--- config.mk ---
export PLATFORM = sky130hd
export DESIGN_NAME = interrupt_timer_flat
export DESIGN_NICKNAME = d
export VERILOG_FILES = /design/src/rtl/interrupt_timer_pkg.sv /design/src/rtl/interrupt_timer_if.sv /design/src/rtl/interrupt_timer_button_sync.sv /design/src/rtl/interrupt_timer.sv /design/src/flat_wrapper.sv
export SDC_FILE = /design/constraint.sdc
export NUM_CORES = 1
export LEC_CHECK = 0
export CAP_MARGIN = 15
export CORE_AREA = 2 2 119 92
export DETAILED_ROUTE_END_ITERATION = 8
export DIE_AREA = 0 0 121 94
export HOLD_SLACK_MARGIN = 0.12
export PLACE_DENSITY = 0.76
export SETUP_SLACK_MARGIN = 0.02
export SLEW_MARGIN = 15
export SYNTH_ARGS = -nofsm -noshare
export SYNTH_HDL_FRONTEND = slang
export SYNTH_SLANG_ARGS = --single-unit
--- constraint.sdc ---
create_clock -name clock -period 2.41 [get_ports clock]
set_input_delay 0.3615 -clock clock [delete_from_list [all_inputs] [get_ports clock]]
set_output_delay 0.3615 -clock clock [all_outputs]
set_load 0.01 [all_outputs]
--- src/rtl/interrupt_timer_pkg.sv ---
// Shared definitions for the interrupt timer: FSM states, cause bit positions, default width.
package interrupt_timer_pkg;

    localparam int unsigned WIDTH_DEFAULT    = 32;
    localparam int unsigned CAUSE_TIMER_BIT  = 0;
    localparam int unsigned CAUSE_BUTTON_BIT = 1;
    localparam int unsigned CAUSE_BITS       = 2;

    typedef enum logic [1:0] {
        StIdle,
        StCounting,
        StPending,
        StServicing
    } timerState_e;

    function automatic logic [CAUSE_BITS-1:0] causeMask(input logic timerEvt,
                                                       input logic buttonEvt);
        logic [CAUSE_BITS-1:0] mask;
        mask                   = '0;
        mask[CAUSE_TIMER_BIT]  = timerEvt;
        mask[CAUSE_BUTTON_BIT] = buttonEvt;
        return mask;
    endfunction

endpackage

--- src/rtl/interrupt_timer_if.sv ---
// Control-unit side of the interrupt timer: instruction strobes, operands and results.
interface interrupt_timer_if
    import interrupt_timer_pkg::*;
#(
    parameter int unsigned WIDTH = WIDTH_DEFAULT
);
    logic             setClock;
    logic [WIDTH-1:0] quantum_in;
    logic             savePCBuffer;
    logic             getInterruption;
    logic             EnableClock;
    logic [WIDTH-1:0] pc_in;
    logic             Button;
    logic             irq;
    logic [WIDTH-1:0] irq_cause;
    logic [WIDTH-1:0] pc_buffer;
    logic [WIDTH-1:0] count;

    modport master (
        output setClock, quantum_in, savePCBuffer, getInterruption, EnableClock, pc_in, Button,
        input  irq, irq_cause, pc_buffer, count
    );

    modport slave (
        input  setClock, quantum_in, savePCBuffer, getInterruption, EnableClock, pc_in, Button,
        output irq, irq_cause, pc_buffer, count
    );
endinterface

--- src/rtl/interrupt_timer_button_sync.sv ---
// Two-flop synchroniser for the asynchronous button plus a rising-edge detector.
module button_sync (
    input  logic clock,
    input  logic reset,
    input  logic button,
    output logic rise
);
    logic metaQ;
    logic stableQ;
    logic prevQ;

    always_ff @(posedge clock) begin
        if (!reset) begin
            metaQ   <= 1'b0;
            stableQ <= 1'b0;
            prevQ   <= 1'b0;
        end else begin
            metaQ   <= button;
            stableQ <= metaQ;
            prevQ   <= stableQ;
        end
    end

    // Left combinational so the cause bit lands on the third edge after the button rises.
    assign rise = stableQ & ~prevQ;

endmodule

--- src/rtl/interrupt_timer.sv ---
// Quantum down-counter with button interrupt, cause register and saved return PC.
module interrupt_timer
    import interrupt_timer_pkg::*;
#(
    parameter int unsigned WIDTH = WIDTH_DEFAULT
) (
    input logic              clock,
    input logic              reset,
    interrupt_timer_if.slave bus
);
    timerState_e           stateQ, stateD;
    logic [WIDTH-1:0]      countQ, countD;
    logic [WIDTH-1:0]      pcBufferQ, pcBufferD;
    logic [CAUSE_BITS-1:0] causeQ, causeD;
    logic                  irqQ;
    logic                  buttonRise;
    logic                  timerEvt;

    button_sync uButtonSync (
        .clock  (clock),
        .reset  (reset),
        .button (bus.Button),
        .rise   (buttonRise)
    );

    always_comb begin
        stateD    = stateQ;
        countD    = countQ;
        pcBufferD = pcBufferQ;
        timerEvt  = 1'b0;
        causeD    = bus.getInterruption ? '0 : causeQ;

        if (bus.savePCBuffer) begin
            pcBufferD = bus.pc_in;
        end

        unique case (stateQ)
            StIdle, StCounting: begin
                if (bus.setClock) begin
                    // A reload or disarm pre-empts any expiry in the same cycle.
                    countD = bus.quantum_in;
                    stateD = (bus.quantum_in != '0) ? StCounting : StIdle;
                end else if (stateQ == StCounting && !buttonRise && bus.EnableClock &&
                             countQ != '0) begin
                    countD = countQ - WIDTH'(1);
                    if (countQ == WIDTH'(1)) begin
                        timerEvt = 1'b1;
                        stateD   = StPending;
                    end
                end
                if (buttonRise) begin
                    stateD = StPending;
                end
            end
            StPending: begin
                if (bus.savePCBuffer) begin
                    stateD = StServicing;
                end
            end
            StServicing: begin
                if (bus.setClock) begin
                    countD = bus.quantum_in;
                    stateD = (bus.quantum_in != '0) ? StCounting : StIdle;
                end
            end
            default: stateD = StIdle;
        endcase

        causeD = causeD | causeMask(timerEvt, buttonRise);

        // Leaving service with an unacknowledged cause goes straight back to pending.
        if (stateQ == StServicing && bus.setClock && causeD != '0) begin
            stateD = StPending;
        end
    end

    always_ff @(posedge clock) begin
        if (!reset) begin
            stateQ    <= StIdle;
            countQ    <= '0;
            pcBufferQ <= '0;
            causeQ    <= '0;
            irqQ      <= 1'b0;
        end else begin
            stateQ    <= stateD;
            countQ    <= countD;
            pcBufferQ <= pcBufferD;
            causeQ    <= causeD;
            irqQ      <= (stateD == StPending);
        end
    end

    assign bus.irq       = irqQ;
    assign bus.irq_cause = WIDTH'(causeQ);
    assign bus.pc_buffer = pcBufferQ;
    assign bus.count     = countQ;

endmodule

--- src/flat_wrapper.sv ---
// flat-port wrapper written by rule: the top's interface ports become plain ports
module interrupt_timer_flat import interrupt_timer_pkg::*;
#(
    parameter int unsigned WIDTH = WIDTH_DEFAULT
)
  (clock, reset, bus_setClock, bus_quantum_in, bus_savePCBuffer, bus_getInterruption, bus_EnableClock, bus_pc_in, bus_Button, bus_irq, bus_irq_cause, bus_pc_buffer, bus_count);
  interrupt_timer_if #(.WIDTH(WIDTH)) bus_i ();
  input logic clock;
  input logic reset;
  input wire logic [$bits(bus_i.setClock)-1:0] bus_setClock;
  input wire logic [$bits(bus_i.quantum_in)-1:0] bus_quantum_in;
  input wire logic [$bits(bus_i.savePCBuffer)-1:0] bus_savePCBuffer;
  input wire logic [$bits(bus_i.getInterruption)-1:0] bus_getInterruption;
  input wire logic [$bits(bus_i.EnableClock)-1:0] bus_EnableClock;
  input wire logic [$bits(bus_i.pc_in)-1:0] bus_pc_in;
  input wire logic [$bits(bus_i.Button)-1:0] bus_Button;
  output wire logic [$bits(bus_i.irq)-1:0] bus_irq;
  output wire logic [$bits(bus_i.irq_cause)-1:0] bus_irq_cause;
  output wire logic [$bits(bus_i.pc_buffer)-1:0] bus_pc_buffer;
  output wire logic [$bits(bus_i.count)-1:0] bus_count;
  assign bus_i.setClock = bus_setClock;
  assign bus_i.quantum_in = bus_quantum_in;
  assign bus_i.savePCBuffer = bus_savePCBuffer;
  assign bus_i.getInterruption = bus_getInterruption;
  assign bus_i.EnableClock = bus_EnableClock;
  assign bus_i.pc_in = bus_pc_in;
  assign bus_i.Button = bus_Button;
  assign bus_irq = bus_i.irq;
  assign bus_irq_cause = bus_i.irq_cause;
  assign bus_pc_buffer = bus_i.pc_buffer;
  assign bus_count = bus_i.count;
  interrupt_timer #(.WIDTH(WIDTH)) u_core (.clock(clock), .reset(reset), .bus(bus_i));
endmodule
==> results of run 1 <==
-- state kept, by name, indices dropped and copies added (netlist names) --
name / cells
u_core.bus.irq: 1
u_core.uButtonSync.stableQ: 1
u_core.stateQ: 2
u_core.bus.count: 32
u_core.causeQ: 2
u_core.uButtonSync.prevQ: 1
u_core.bus.pc_buffer: 32
u_core.uButtonSync.metaQ: 1
-- cells by family (layout without fill, tap and decap cells) --
group	count (synthesis)	in the layout	synth area share (%)
simple gates	186	186	23.4
compound gates	123	123	19.9
flops	72	72	37.2
buf+inv	71	206	10.5
mux	32	32	8.26
fa+ha+maj	2	2	0.645
other cells	1	30	0.0967
-- layout by cell type, fill, tap and decap left out, types with 5 or more instances in the layout --
master	count
clkdlybuf4s50_1	136
dfxtp_1	69
nor2_1	64
nand2_1	47
a21oi_1	41
buf_4	39
mux2i_1	32
conb_1	30
o21ai_0	18
nor4_1	14
nor3_1	12
o21ai_1	12
clkbuf_16	10
o31ai_1	7
nand3_1	6
nand2b_1	5
a31o_2	5
o32ai_1	5
-- area by class of cell --
| class | count | area (sq um) |
|---|---|---|
| tap | 136 | 170 |
| fill | 924 | 4120 |
| clock buffer | 10 | 229 |
| sequential | 72 | 1450 |
| multi-input combinational | 373 | 2250 |
| timing repair buffer | 184 | 1770 |
| clock inverter | 6 | 114 |
| inverter | 6 | 27.5 |
-- repair_timing --
item                       CTS  global route
setup endpoints to repair    8            27
gates resized for setup      3            20
cloned                       0             2
setup buffers                0             3
pin swaps                    0             7
-- through the flow --
step           cells  utilization, %  hold slack, ps  power (mW)  setup WS, ps
2_1_floorplan    516               -             412        2.01          7.40
3_3_place_gp     766            54.4             422        2.48          -144
3_5_place_dp     766            54.4             425        2.51         -12.2
4_1_cts          782            57.9             442        4.08          26.2
5_1_grt          787            59.4             475        4.31         -38.4
6_report         787            59.4             445        4.14          32.8
-- path summary, 6_finish.rpt --
check | from | slack [ps] | cells after the start | end
max | u_core.bus.count[10] | 30 | 7 | u_core.bus.count[17]
min | u_core.uButtonSync.metaQ | 450 | 1 | u_core.uButtonSync.stableQ
max reg2reg | u_core.bus.count[10] | 30 | 7 | u_core.bus.count[17]
min reg2reg | u_core.uButtonSync.metaQ | 450 | 1 | u_core.uButtonSync.stableQ
-- power groups by stage --
| stage | clock, mW | sequential [mW] | combinational, mW |
|---|---|---|---|
| floorplan | 0 | 1.41 | 0.594 |
| global placement | 0 | 1.38 | 1.11 |
| finish | 1.55 | 1.36 | 1.22 |
| CTS | 1.58 | 1.36 | 1.15 |
| detailed placement | 0 | 1.38 | 1.12 |
| global route | 1.62 | 1.37 | 1.31 |
-- layer usage --
metal	vias to the layer above	part of all wire, %	wire (microns)
met3	15	7.2	918
li1	2005	-	-
met4	0	1.2	150
met2	199	47	5980
met1	1997	44	5640
met5	-	0	0
==> flow_summary.yaml, run 1 <==
outcome:
  status: "finished clean"
yosys:
  ys_seq_area_share_pct: 37.2
  async_flop_share_pct: 0
  synthTopCellsByCount: "dfxtp_1, nor2_1, nand2_1"
  synthTopCellsByArea: "dfxtp_1, mux2i_1, nor2_1"
  yosysTopAreaCell: "dfxtp_1"
  synth_seq_cells: 72
  syn_area_sq_mm: 0.00388
  yosysMostFrequentCell: "dfxtp_1"
  syn_avg_cell_area_sq_um: 7.96
  synth_edf_count: 0
  synth_ff_type: "dfxtp_1"
  post-synth-top-area-fraction_pct: 37.2
  syn_inst: 487
  netlist-cell-type-count: 55
  synth_warnings: 0
die:
  die_area_sq_mm: 0.0114
  io_pins: 168
  fp.coreArea_sq_mm: 0.0101
  die_y_microns: 94
  die_w_microns: 121
  fp-row-count: 32
  start_util_pct: 38.3
sta:
  setup_violations: 0
  max_slew_margin_pct: 63.5
  worstMarginPinSlew_ps: 547
  rsz0062_at_grt: "yes"
  fin_skew_ps: 9.23
  setup_tns_ps: 0
  period_share_pct: 98.6
  max_clock_freq_ghz: 0.421
  fin_crit_ps: 2380
  finalHoldViolCount: 0
  drv_slew: 0
layout:
  postLayoutCellArea_sq_mm: 0.00601
  drive_gt1_share_pct: 15.5
  area_growth_pct: 55.0
  layout.nets: 719
  antenna_cells: 0
grt:
  use_met3_pct: 4.43
  top_usage_layer: "met2"
  met1_usage_pct: 28.4
  grt_max_degree: 53
  antenna_found_initial: 0
  grt_use_total_pct: 21.1
  grt_use_met2_pct: 34.1
  grt_pass1_wl_microns: 19300
  grt_pass1_vias: 3900
  overflow: 0
route:
  via_count: 4216
  drt.antenna.violating_nets: 0
  drc_errors: 0
  routed_wl_microns: 12700
  avgRoutedWirePerCell_microns: 16.1
  drtIter0Drc: 314
  vias_per_cell: 5.36
  drtPass1Iterations: 5
power:
  swShare_pct: 29.7
  ir_drop_mv: 0.368
  pwr-share-clk_pct: 37.6
  leakagePower_nw: 2.41
  power.share.sequential_pct: 32.9
  power_switching_mw: 1.23
  combPwrFrac_pct: 29.6
  power.density_mw_per_mm2: 688
  internal-power_mw: 2.91
setup_path:
  crit_family: "simple AND/OR/NAND/NOR gates"
  crit_chain: "or4_4, or4b_4, nor2_4, a21o_4, buf_12, nor3_2, a31o_2"
  crit_path_end_kind: "flip-flop"
  crit_arrival_ps: 2600
  cp_slowest_cell: "or4b_4"
  worstSetupPathType: "reg2reg"
  max_stage_delay_ps: 610
  crit_required_ps: 2630
  critPathBufInv: 1
  cp-start-kind: "flip-flop"
  path_max_fanout: 12
place:
  gp_congestion: 0.887
  dpl-instance-area_sq_mm: 0.00551
  portBuffers: 137
  dpl.hpwl_microns: 9080
clock_tree:
  cts_htree_levels: 3
  numCtsBuffers: 9
  postCtsHoldBufs: 0
  clkTransAtPathRegs_ps: 60
  clk_latency_ps: 330
  cts_tree: "yes"
  cts.sinks: 72
  clk_path_buf_depth: 2
  cts-root-buf: "clkbuf_16"
job:
  drv_cap: 0
min_path:
  hold_path_class: "reg2reg"
Power figures use the tool's default switching activity.
==> run 2: changes to the inputs <==
--- a/config.mk
+++ b/config.mk
@@ -9,6 +9,7 @@
 export CORE_AREA = 2 2 119 92
 export DETAILED_ROUTE_END_ITERATION = 8
 export DIE_AREA = 0 0 121 94
+export GPL_TIMING_DRIVEN = 0
 export HOLD_SLACK_MARGIN = 0.12
 export PLACE_DENSITY = 0.76
 export SETUP_SLACK_MARGIN = 0.02
==> flow_summary.yaml, run 2 (synthesis gave the netlist of run 1 again) <==
sta:
  drv_slew: 0
  max_slew_margin_pct: 45.6
  finalHoldViolCount: 0
  setup_tns_ps: -1120
  fin_crit_ps: 2500
  max_clock_freq_ghz: 0.401
  worstMarginPinSlew_ps: 816
  fin_ws_ps: -85.1
  rsz0062_at_grt: "yes"
  period_share_pct: 104
  fin_skew_ps: 7.07
  setup_violations: 25
setup_path:
  path_max_fanout: 6
  cp_slowest_cell: "or4b_4"
  cp-start-kind: "flip-flop"
  critPathBufInv: 3
  r2r-end: "u_core.bus.count[5]"
  worstReg2RegStart: "u_core.bus.count[1]"
  crit_arrival_ps: 2720
  max_stage_delay_ps: 500
  cp.depth: 10
  worstSetupPathType: "reg2reg"
  crit_path_end_kind: "flip-flop"
  crit_required_ps: 2640
  reg2reg_depth: 10
  ff2ff_setup_slack_ps: -90
  crit_chain: "inv_4, ha_4, or4b_4, or3_4, nor2_4, a21o_1, buf_12, buf_8, a21oi_2, o32ai_1"
  crit_family: "simple AND/OR/NAND/NOR gates"
min_path:
  whs_endpoint: "u_core.uButtonSync.stableQ"
  min_from: "u_core.uButtonSync.metaQ"
  worstHoldPathCells: 1
  hold_path_class: "reg2reg"
grt:
  grt_max_degree: 14
  grt_use_total_pct: 25.1
  overflow: 0
  grt_pass1_vias: 4255
  grt_pass1_wl_microns: 22000
  antenna_found_initial: 0
power:
  combPwrFrac_pct: 31.5
  swShare_pct: 31.3
  power.share.sequential_pct: 32.2
  pwr-share-clk_pct: 36.3
  ir_drop_mv: 0.433
  power_switching_mw: 1.34
  leakagePower_nw: 2.58
  power_mw: 4.27
  internal-power_mw: 2.94
  power.density_mw_per_mm2: 668
layout:
  layout.nets: 754
  final_cells: 822
  layout_commonest_cell: "clkdlybuf4s50_1"
  antenna_cells: 0
  final_cell_mix: "clkdlybuf4s50_1, dfxtp_1, nor2_1, nand2_1, buf_4"
  postLayoutCellArea_sq_mm: 0.00640
  drive_gt1_share_pct: 20.3
  area_growth_pct: 65.0
die:
  die_area_sq_mm: 0.0114
  fp.coreArea_sq_mm: 0.0101
  io_pins: 168
  die_y_microns: 94
  fp-row-count: 32
  start_util_pct: 38.3
  die_w_microns: 121
place:
  gp_congestion: 0.998
  dpl.cell_count: 787
  dpl.hpwl_microns: 10500
  place_ws_ps: -494
  dpl-instance-area_sq_mm: 0.00556
  portBuffers: 135
clock_tree:
  postCtsHoldBufs: 0
  cts.sinks: 72
  cts_htree_levels: 3
  clkTransAtPathRegs_ps: 60
  cts_tree: "yes"
  cts-root-buf: "clkbuf_16"
  clk_latency_ps: 330
  numCtsBuffers: 9
  clk_path_buf_depth: 2
route:
  avgRoutedWirePerCell_microns: 18.6
  routed_wl_microns: 15300
  vias_per_cell: 5.56
  via_count: 4574
  drtPass1Iterations: 6
  drtIter0Drc: 506
  drc_errors: 0
  drt.antenna.violating_nets: 0
outcome:
  violations: "setup timing"
  status: "finished with violations"
job:
  drv_cap: 0
-- run 2: cell count changes in the layout (fill, tap and decap cells not counted), moves of 3 or more --
cell,previous run,this run
clkbuf_1,1,19
a21oi_1,41,32
a21oi_2,0,9
buf_4,39,45
o21ai_2,2,8
clkbuf_2,0,4
o21ai_1,12,8
a31o_2,5,2
a31o_4,0,3
clkbuf_16,10,13
dfxtp_1,69,66
-- run 2: power by group through the flow --
stage / clock (mW) / combinational, mW / sequential, mW
2_1_floorplan: 0 / 0.594 / 1.41
3_3_place_gp: 0 / 1.08 / 1.39
3_5_place_dp: 0 / 1.09 / 1.39
4_1_cts: 1.57 / 1.25 / 1.37
5_1_grt: 1.62 / 1.43 / 1.39
6_report: 1.55 / 1.35 / 1.38
-- run 2: per-stage QoR --
step                utilization (%)  hold slack [ps]
floorplan                         -              412
global placement               54.9              424
detailed placement             54.9              435
CTS                            61.6              462
global route                   63.2              480
finish                         63.2              456
-- run 2: cell type report --
| cell class | instances | area [sq um] |
|---|---|---|
| buffer | 62 | 422 |
| clock buffer | 11 | 264 |
| clock inverter | 5 | 85.1 |
| multi-input combinational | 373 | 2370 |
| inverter | 6 | 27.5 |
| timing repair buffer | 157 | 1600 |
| tap | 136 | 170 |
| sequential | 72 | 1460 |
| fill | 862 | 3730 |
-- run 2: routing by layer --
layer  vias up  track usage, %  routed length, microns
met5         -               0                       0
met4         0            8.82                     354
met3        39            8.07                    1910
met2       335            38.5                    6750
met1      2120            33.0                    6280
li1       2080               -                       -
-- run 2: what timing repair did --
item / 4_1_cts / 5_1_grt
pin swaps: 17 / 18
setup buffers: 16 / 1
cloned: 2 / 3
setup endpoints to repair: 35 / 34
gates resized for setup: 47 / 28
-- run 2: worst max-delay path by stage --
stage,start,to
finish,u_core.bus.count[1],u_core.bus.count[5]
global route,u_core.bus.count[23],u_core.bus.count[28]
CTS,u_core.bus.count[1],u_core.bus.count[24]
detailed placement,bus_setClock,u_core.bus.count[22]
global placement,bus_setClock,u_core.bus.count[15]
floorplan,u_core.bus.count[1],u_core.bus.count[27]
